==> src/rtl/mips_mc_control.sv <==
// Multicycle MIPS main control FSM: fetch/decode/execute/memory/writeback sequencing and ALU_Op generation.
// Optional macro MC_JUMP_EN builds the JUMP state; otherwise OP_J decodes as illegal.
module mips_mc_control #(
  parameter logic [5:0] OP_RTYPE = 6'b000000,
  parameter logic [5:0] OP_LW    = 6'b100011,
  parameter logic [5:0] OP_SW    = 6'b101011,
  parameter logic [5:0] OP_BEQ   = 6'b000100,
  parameter logic [5:0] OP_ADDI  = 6'b001000,
  parameter logic [5:0] OP_J     = 6'b000010
) (
  input  logic       clk,
  input  logic       rst,
  input  logic [5:0] Op,
  input  logic       Zero,
  input  logic       Mem_Ready,
  output logic       PC_En,
  output logic       IorD,
  output logic       MemRead,
  output logic       MemWrite,
  output logic       IRWrite,
  output logic       MemtoReg,
  output logic       RegDst,
  output logic       RegWrite,
  output logic       ALUSrcA,
  output logic [1:0] ALUSrcB,
  output logic [1:0] PCSrc,
  output logic [1:0] ALU_Op,
  output logic       Illegal_Op,
  output logic [3:0] State
);

  typedef enum logic [3:0] {
    S_FETCH     = 4'd0,
    S_DECODE    = 4'd1,
    S_MEM_ADDR  = 4'd2,
    S_MEM_READ  = 4'd3,
    S_MEM_WB    = 4'd4,
    S_MEM_WRITE = 4'd5,
    S_EXECUTE   = 4'd6,
    S_ALU_WB    = 4'd7,
    S_BRANCH    = 4'd8,
    S_ADDI_EXEC = 4'd9,
    S_ADDI_WB   = 4'd10
`ifdef MC_JUMP_EN
    , S_JUMP    = 4'd11
`endif
  } state_t;

  state_t     state_r;
  state_t     next_s;
  logic       pc_write_s;
  logic       pc_write_cond_s;
  logic       iord_s;
  logic       mem_read_s;
  logic       mem_write_s;
  logic       ir_write_s;
  logic       mem_to_reg_s;
  logic       reg_dst_s;
  logic       reg_write_s;
  logic       alu_src_a_s;
  logic [1:0] alu_src_b_s;
  logic [1:0] pc_src_s;
  logic [1:0] alu_op_s;
  logic       illegal_s;

  // State register; reset aborts any instruction in flight
  always_ff @(posedge clk) begin
    if (rst) begin
      state_r <= S_FETCH;
    end else begin
      state_r <= next_s;
    end
  end

  // Next-state and per-state datapath control decode
  always_comb begin
    next_s          = state_r;
    pc_write_s      = 1'b0;
    pc_write_cond_s = 1'b0;
    iord_s          = 1'b0;
    mem_read_s      = 1'b0;
    mem_write_s     = 1'b0;
    ir_write_s      = 1'b0;
    mem_to_reg_s    = 1'b0;
    reg_dst_s       = 1'b0;
    reg_write_s     = 1'b0;
    alu_src_a_s     = 1'b0;
    alu_src_b_s     = 2'b00;
    pc_src_s        = 2'b00;
    alu_op_s        = 2'b00;
    illegal_s       = 1'b0;
    case (state_r)
      S_FETCH: begin
        mem_read_s  = 1'b1;
        alu_src_b_s = 2'b01;
        if (Mem_Ready) begin
          ir_write_s = 1'b1;
          pc_write_s = 1'b1;
          next_s     = S_DECODE;
        end else begin
          next_s     = S_FETCH;
        end
      end
      S_DECODE: begin
        // PC + (imm << 2) is precomputed here so BRANCH can use ALUOut
        alu_src_b_s = 2'b11;
        if ((Op == OP_LW) || (Op == OP_SW)) begin
          next_s = S_MEM_ADDR;
        end else if (Op == OP_RTYPE) begin
          next_s = S_EXECUTE;
        end else if (Op == OP_BEQ) begin
          next_s = S_BRANCH;
        end else if (Op == OP_ADDI) begin
          next_s = S_ADDI_EXEC;
        end else if (Op == OP_J) begin
`ifdef MC_JUMP_EN
          next_s    = S_JUMP;
`else
          next_s    = S_FETCH;
          illegal_s = 1'b1;
`endif
        end else begin
          next_s    = S_FETCH;
          illegal_s = 1'b1;
        end
      end
      S_MEM_ADDR: begin
        alu_src_a_s = 1'b1;
        alu_src_b_s = 2'b10;
        if (Op == OP_LW) begin
          next_s = S_MEM_READ;
        end else begin
          next_s = S_MEM_WRITE;
        end
      end
      S_MEM_READ: begin
        mem_read_s = 1'b1;
        iord_s     = 1'b1;
        if (Mem_Ready) begin
          next_s = S_MEM_WB;
        end else begin
          next_s = S_MEM_READ;
        end
      end
      S_MEM_WB: begin
        reg_write_s  = 1'b1;
        mem_to_reg_s = 1'b1;
        next_s       = S_FETCH;
      end
      S_MEM_WRITE: begin
        mem_write_s = 1'b1;
        iord_s      = 1'b1;
        if (Mem_Ready) begin
          next_s = S_FETCH;
        end else begin
          next_s = S_MEM_WRITE;
        end
      end
      S_EXECUTE: begin
        alu_src_a_s = 1'b1;
        alu_op_s    = 2'b10;
        next_s      = S_ALU_WB;
      end
      S_ALU_WB: begin
        reg_write_s = 1'b1;
        reg_dst_s   = 1'b1;
        next_s      = S_FETCH;
      end
      S_BRANCH: begin
        alu_src_a_s     = 1'b1;
        alu_op_s        = 2'b01;
        pc_src_s        = 2'b01;
        pc_write_cond_s = 1'b1;
        next_s          = S_FETCH;
      end
      S_ADDI_EXEC: begin
        alu_src_a_s = 1'b1;
        alu_src_b_s = 2'b10;
        alu_op_s    = 2'b11;
        next_s      = S_ADDI_WB;
      end
      S_ADDI_WB: begin
        reg_write_s = 1'b1;
        next_s      = S_FETCH;
      end
`ifdef MC_JUMP_EN
      S_JUMP: begin
        pc_src_s   = 2'b10;
        pc_write_s = 1'b1;
        next_s     = S_FETCH;
      end
`endif
      default: begin
        next_s = S_FETCH;
      end
    endcase
  end

  // Output stage: reset forces every output low so an aborted write never reaches the datapath
  always_comb begin
    if (rst) begin
      PC_En      = 1'b0;
      IorD       = 1'b0;
      MemRead    = 1'b0;
      MemWrite   = 1'b0;
      IRWrite    = 1'b0;
      MemtoReg   = 1'b0;
      RegDst     = 1'b0;
      RegWrite   = 1'b0;
      ALUSrcA    = 1'b0;
      ALUSrcB    = 2'b00;
      PCSrc      = 2'b00;
      ALU_Op     = 2'b00;
      Illegal_Op = 1'b0;
      State      = 4'd0;
    end else begin
      PC_En      = pc_write_s | (pc_write_cond_s & Zero);
      IorD       = iord_s;
      MemRead    = mem_read_s;
      MemWrite   = mem_write_s;
      IRWrite    = ir_write_s;
      MemtoReg   = mem_to_reg_s;
      RegDst     = reg_dst_s;
      RegWrite   = reg_write_s;
      ALUSrcA    = alu_src_a_s;
      ALUSrcB    = alu_src_b_s;
      PCSrc      = pc_src_s;
      ALU_Op     = alu_op_s;
      Illegal_Op = illegal_s;
      State      = state_r;
    end
  end

  mips_mc_control_chk u_chk (
    .clk        (clk),
    .MemRead    (MemRead),
    .MemWrite   (MemWrite),
    .RegWrite   (RegWrite),
    .PC_En      (PC_En),
    .PCSrc      (PCSrc),
    .Illegal_Op (Illegal_Op),
    .State      (State)
  );

endmodule

// Protocol invariants on the control outputs.
module mips_mc_control_chk (
  input logic       clk,
  input logic       MemRead,
  input logic       MemWrite,
  input logic       RegWrite,
  input logic       PC_En,
  input logic [1:0] PCSrc,
  input logic       Illegal_Op,
  input logic [3:0] State
);

  a_mem_excl:  assert property (@(posedge clk) !(MemRead && MemWrite));
  a_wr_excl:   assert property (@(posedge clk) !(RegWrite && PC_En));
  a_ill_dec:   assert property (@(posedge clk) Illegal_Op |-> (State == 4'd1));
`ifndef MC_JUMP_EN
  a_no_jump:   assert property (@(posedge clk) PCSrc != 2'b10);
`endif

endmodule

==> config.mk <==
export PLATFORM = sky130hd
export DESIGN_NAME = mips_mc_control
export DESIGN_NICKNAME = d
export VERILOG_FILES = /design/src/rtl/mips_mc_control.sv
export SDC_FILE = /design/constraint.sdc
export NUM_CORES = 1
export LEC_CHECK = 0
export CORE_MARGIN = 3
export CORE_UTILIZATION = 38
export CTS_CLUSTER_DIAMETER = 30
export DETAILED_ROUTE_END_ITERATION = 10
export PLACE_DENSITY = 0.78
export SKIP_LAST_GASP = 1
export SLEW_MARGIN = 0
export SYNTH_ARGS = -nofsm -noshare
export SYNTH_HDL_FRONTEND = slang
export SYNTH_SLANG_ARGS = --single-unit
==> constraint.sdc <==
create_clock -name clk -period 2.1 [get_ports clk]
set_input_delay 0.21 -clock clk [delete_from_list [all_inputs] [get_ports clk]]
set_output_delay 0.21 -clock clk [all_outputs]
set_load 0.02 [all_outputs]
==> impl_metrics.json <==
{
  "synth-xor-area-share_pct": 3.05,
  "start_util_pct": 42.0,
  "die_height_um": 44.9,
  "drt_first_pass_iters": 4,
  "io_pins": 30,
  "dominant_combinational_cell_family_by_area_after_synthesis": "simple AND/OR/NAND/NOR gates",
  "design_area_mm2": 0.00101,
  "worst_path_max_delay_cell": "sky130_fd_sc_hd__clkdlybuf4s50_1",
  "hold_viol": 0,
  "power.ir.vdd_worst_v": 0.000292,
  "worst_hold_path_type": "flop to flop",
  "n_antenna_cell": 0,
  "critPathArrivalTime_ns": 1.80,
  "detailed_place_hpwl_mm": 1.48,
  "clock_tree.htree_level_count": 1,
  "io_buffers": 28,
  "synth.area.mux_share_pct": 3.70,
  "grt_max_degree": 19,
  "yosys.area_share.simple_pct": 53.8,
  "first_global_vias": 740,
  "grt_first_pass_wirelength_mm": 3.19,
  "worstPathCellList": "clkdlybuf4s50_1 -> buf_4 -> buf_4 -> nor3_1 -> clkdlybuf4s50_1",
  "vias": 786,
  "ys_ff_latch": 4,
  "most-common-layout-cells": "sky130_fd_sc_hd__buf_4 (17), sky130_fd_sc_hd__clkdlybuf4s50_1 (15), sky130_fd_sc_hd__nor2_1 (14)",
  "leakagePower_nw": 0.512,
  "die_area_mm2": 0.00201,
  "critical_path.startpoint_type": "input pin",
  "timing.final.crit_share_pct": 95.7,
  "clk_pin_slew_ns": 0.03,
  "finalClockSkew_ns": 0.00776,
  "area_growth_pct": 75.2,
  "outcome": "finished, final reports clean",
  "post_synth_instance_area_um2": 574,
  "yosys.cell_types.count": 34,
  "synth_area_per_cell_um2": 6.53,
  "post-route-drc-count": 0,
  "registers.top_by_ff_count": "state_r",
  "period_minus_slack_ns": 2.01,
  "routability_congestion_estimate": 0.844,
  "layout_commonest_cell": "sky130_fd_sc_hd__buf_4",
  "finalSetupViolCount": 0,
  "detail_route.wl_per_cell_um": 13.8,
  "clk-insertion-delay-late_ns": 0.25,
  "gr-usage-all-layers_pct": 21.3,
  "cts_hold_buf": 0,
  "largest_register_ff_count": 4,
  "clockBufferDepth": 2,
  "worstPathMaxFanout": 10,
  "die_width_um": 44.9,
  "cts_sinks": 4,
  "cp.required_ns": 1.89,
  "layout_cells_sized_above_1_pct": 22.0,
  "globalRoute.totalOverflow": 0,
  "synth-compound-area-share_pct": 17.0,
  "initial_antenna_violation_count": 0,
  "vias_per_cell": 5.54,
  "syn_nets": 98,
  "postSynthCellCount": 88,
  "maxCapViolations": 0,
  "placeableCoreArea_mm2": 0.00137,
  "critical_path.endpoint_type": "output pin",
  "net_count_reported_at_finish": 139,
  "leading_registers_by_flop_count": "state_r: 4 flops",
  "report.final.slew_viol_count": 0,
  "power_density_mw_per_mm2": 300,
  "worst_path_largest_cell_delay_ns": 0.62,
  "placed_area_um2": 963,
  "detail-route-antenna-nets": 0,
  "ctsRootBufferMaster": "sky130_fd_sc_hd__clkbuf_4",
  "setup.worst_path.class": "input pin to output pin",
  "numCtsBuffers": 3,
  "fmaxAchievable_mhz": 497,
  "totalPowerFinal_mw": 0.301,
  "synth_warnings": 0,
  "drt-initial-drc-count": 19,
  "grt_setup_unrepaired": "no",
  "cts_tree": "built",
  "seq_total_area_yosys_pct": 13.9,
  "drt_wl_total_mm": 1.96,
  "post_synth_fa_ha_maj_area_fraction_pct": 0,
  "row_count": 13
}
## metrics by stage
| stage | TNS [ns] | util [%] | cells | hold WS (ns) | setup slack [ns] |
|---|---|---|---|---|---|
| global placement | -0.392 | 70.5 | 139 | 0.619 | -0.138 |
| CTS | 0 | 72.0 | 142 | 0.643 | 0.00184 |
| finish | 0 | 73.6 | 142 | 0.650 | 0.0898 |
| floorplan | 0 | - | 88 | 0.406 | 0.142 |
| global route | 0 | 73.6 | 142 | 0.669 | 0.0264 |
| detailed placement | -0.593 | 70.5 | 139 | 0.633 | -0.192 |
## metal layers
metal,up-vias,GRT usage (%),part of all wire [%]
li1,393,-,-
met1,360,22.5,40
met2,28,41.0,52
met3,5,3.98,5.8
met4,0,8.19,2.0
met5,-,0,0
## synthesized netlist by cell type, drive strengths merged
master / n / area share [%]
nor2: 14 / 9.2
nor3: 8 / 7.0
clkbuf: 7 / 4.6
nor2b: 6 / 6.5
nor4: 6 / 9.2
a21oi: 5 / 4.4
o21ai: 5 / 4.4
dfxtp: 4 / 14
nand2b: 4 / 4.4
nand2: 3 / 2.0
or3: 3 / 3.5
buf: 2 / 2.0
inv: 2 / 1.3
or4: 2 / 2.6
a21o: 1 / 1.3
a22oi: 1 / 1.3
a311oi: 1 / 2.6
and3: 1 / 1.1
conb: 1 / 0.65
mux2: 1 / 2.0
mux2i: 1 / 1.7
nand3: 1 / 0.87
nand3b: 1 / 1.3
nand4: 1 / 1.1
nor3b: 1 / 1.3
nor4b: 1 / 1.5
o22a: 1 / 1.5
o41ai: 1 / 1.5
or4b: 1 / 2.4
xnor2: 1 / 1.5
xor2: 1 / 1.5
## cell type report
| class | instances | area, µm² |
|---|---|---|
| multi-input combinational | 73 | 463 |
| timing repair buffer | 45 | 414 |
| fill | 125 | 360 |
| sequential | 4 | 80.1 |
| clock buffer | 3 | 22.5 |
| tap | 15 | 18.8 |
| inverter | 2 | 7.51 |
## report_power, final
group / switching [mW] / leakage [nW] / internal (mW)
Clock: 0.0396 / 0.0138 / 0.0644
Combinational: 0.0613 / 0.466 / 0.0565
Sequential: 0.00121 / 0.0325 / 0.0784
## path summary, 6_finish.rpt
check                                 from    endpoint  slack, ns  depth (start not counted)
worst max-delay path                   rst      RegDst       0.09                          5
worst min-delay path            state_r[0]  state_r[0]       0.65                          2
worst max register to register  state_r[1]  state_r[1]       0.50                          4
worst min register to register  state_r[0]  state_r[0]       0.65                          2
## critical path, delay by kind of cell
kind	cells	cell delay, ns
simple gates	1	0.18
buf+inv	4	1.41
## logic make-up (layout without fill, tap and decap cells)
family / after synthesis / after routing
AOI/OAI and AO/OA: 15 / 15
xor gates and xnor gates: 2 / 2
buffers and inverters: 11 / 50
DFF: 4 / 4
muxes: 2 / 2
other: 1 / 1
and+or+nand+nor: 53 / 53
## what timing repair did
action / in CTS / in global routing
setup buffers: 0 / 0
endpoints found under the setup margin: 8 / 7
hold endpoints to repair: 0 / 0
gates resized for setup: 8 / 8
Note: power is estimated with default switching activity, not from simulation.
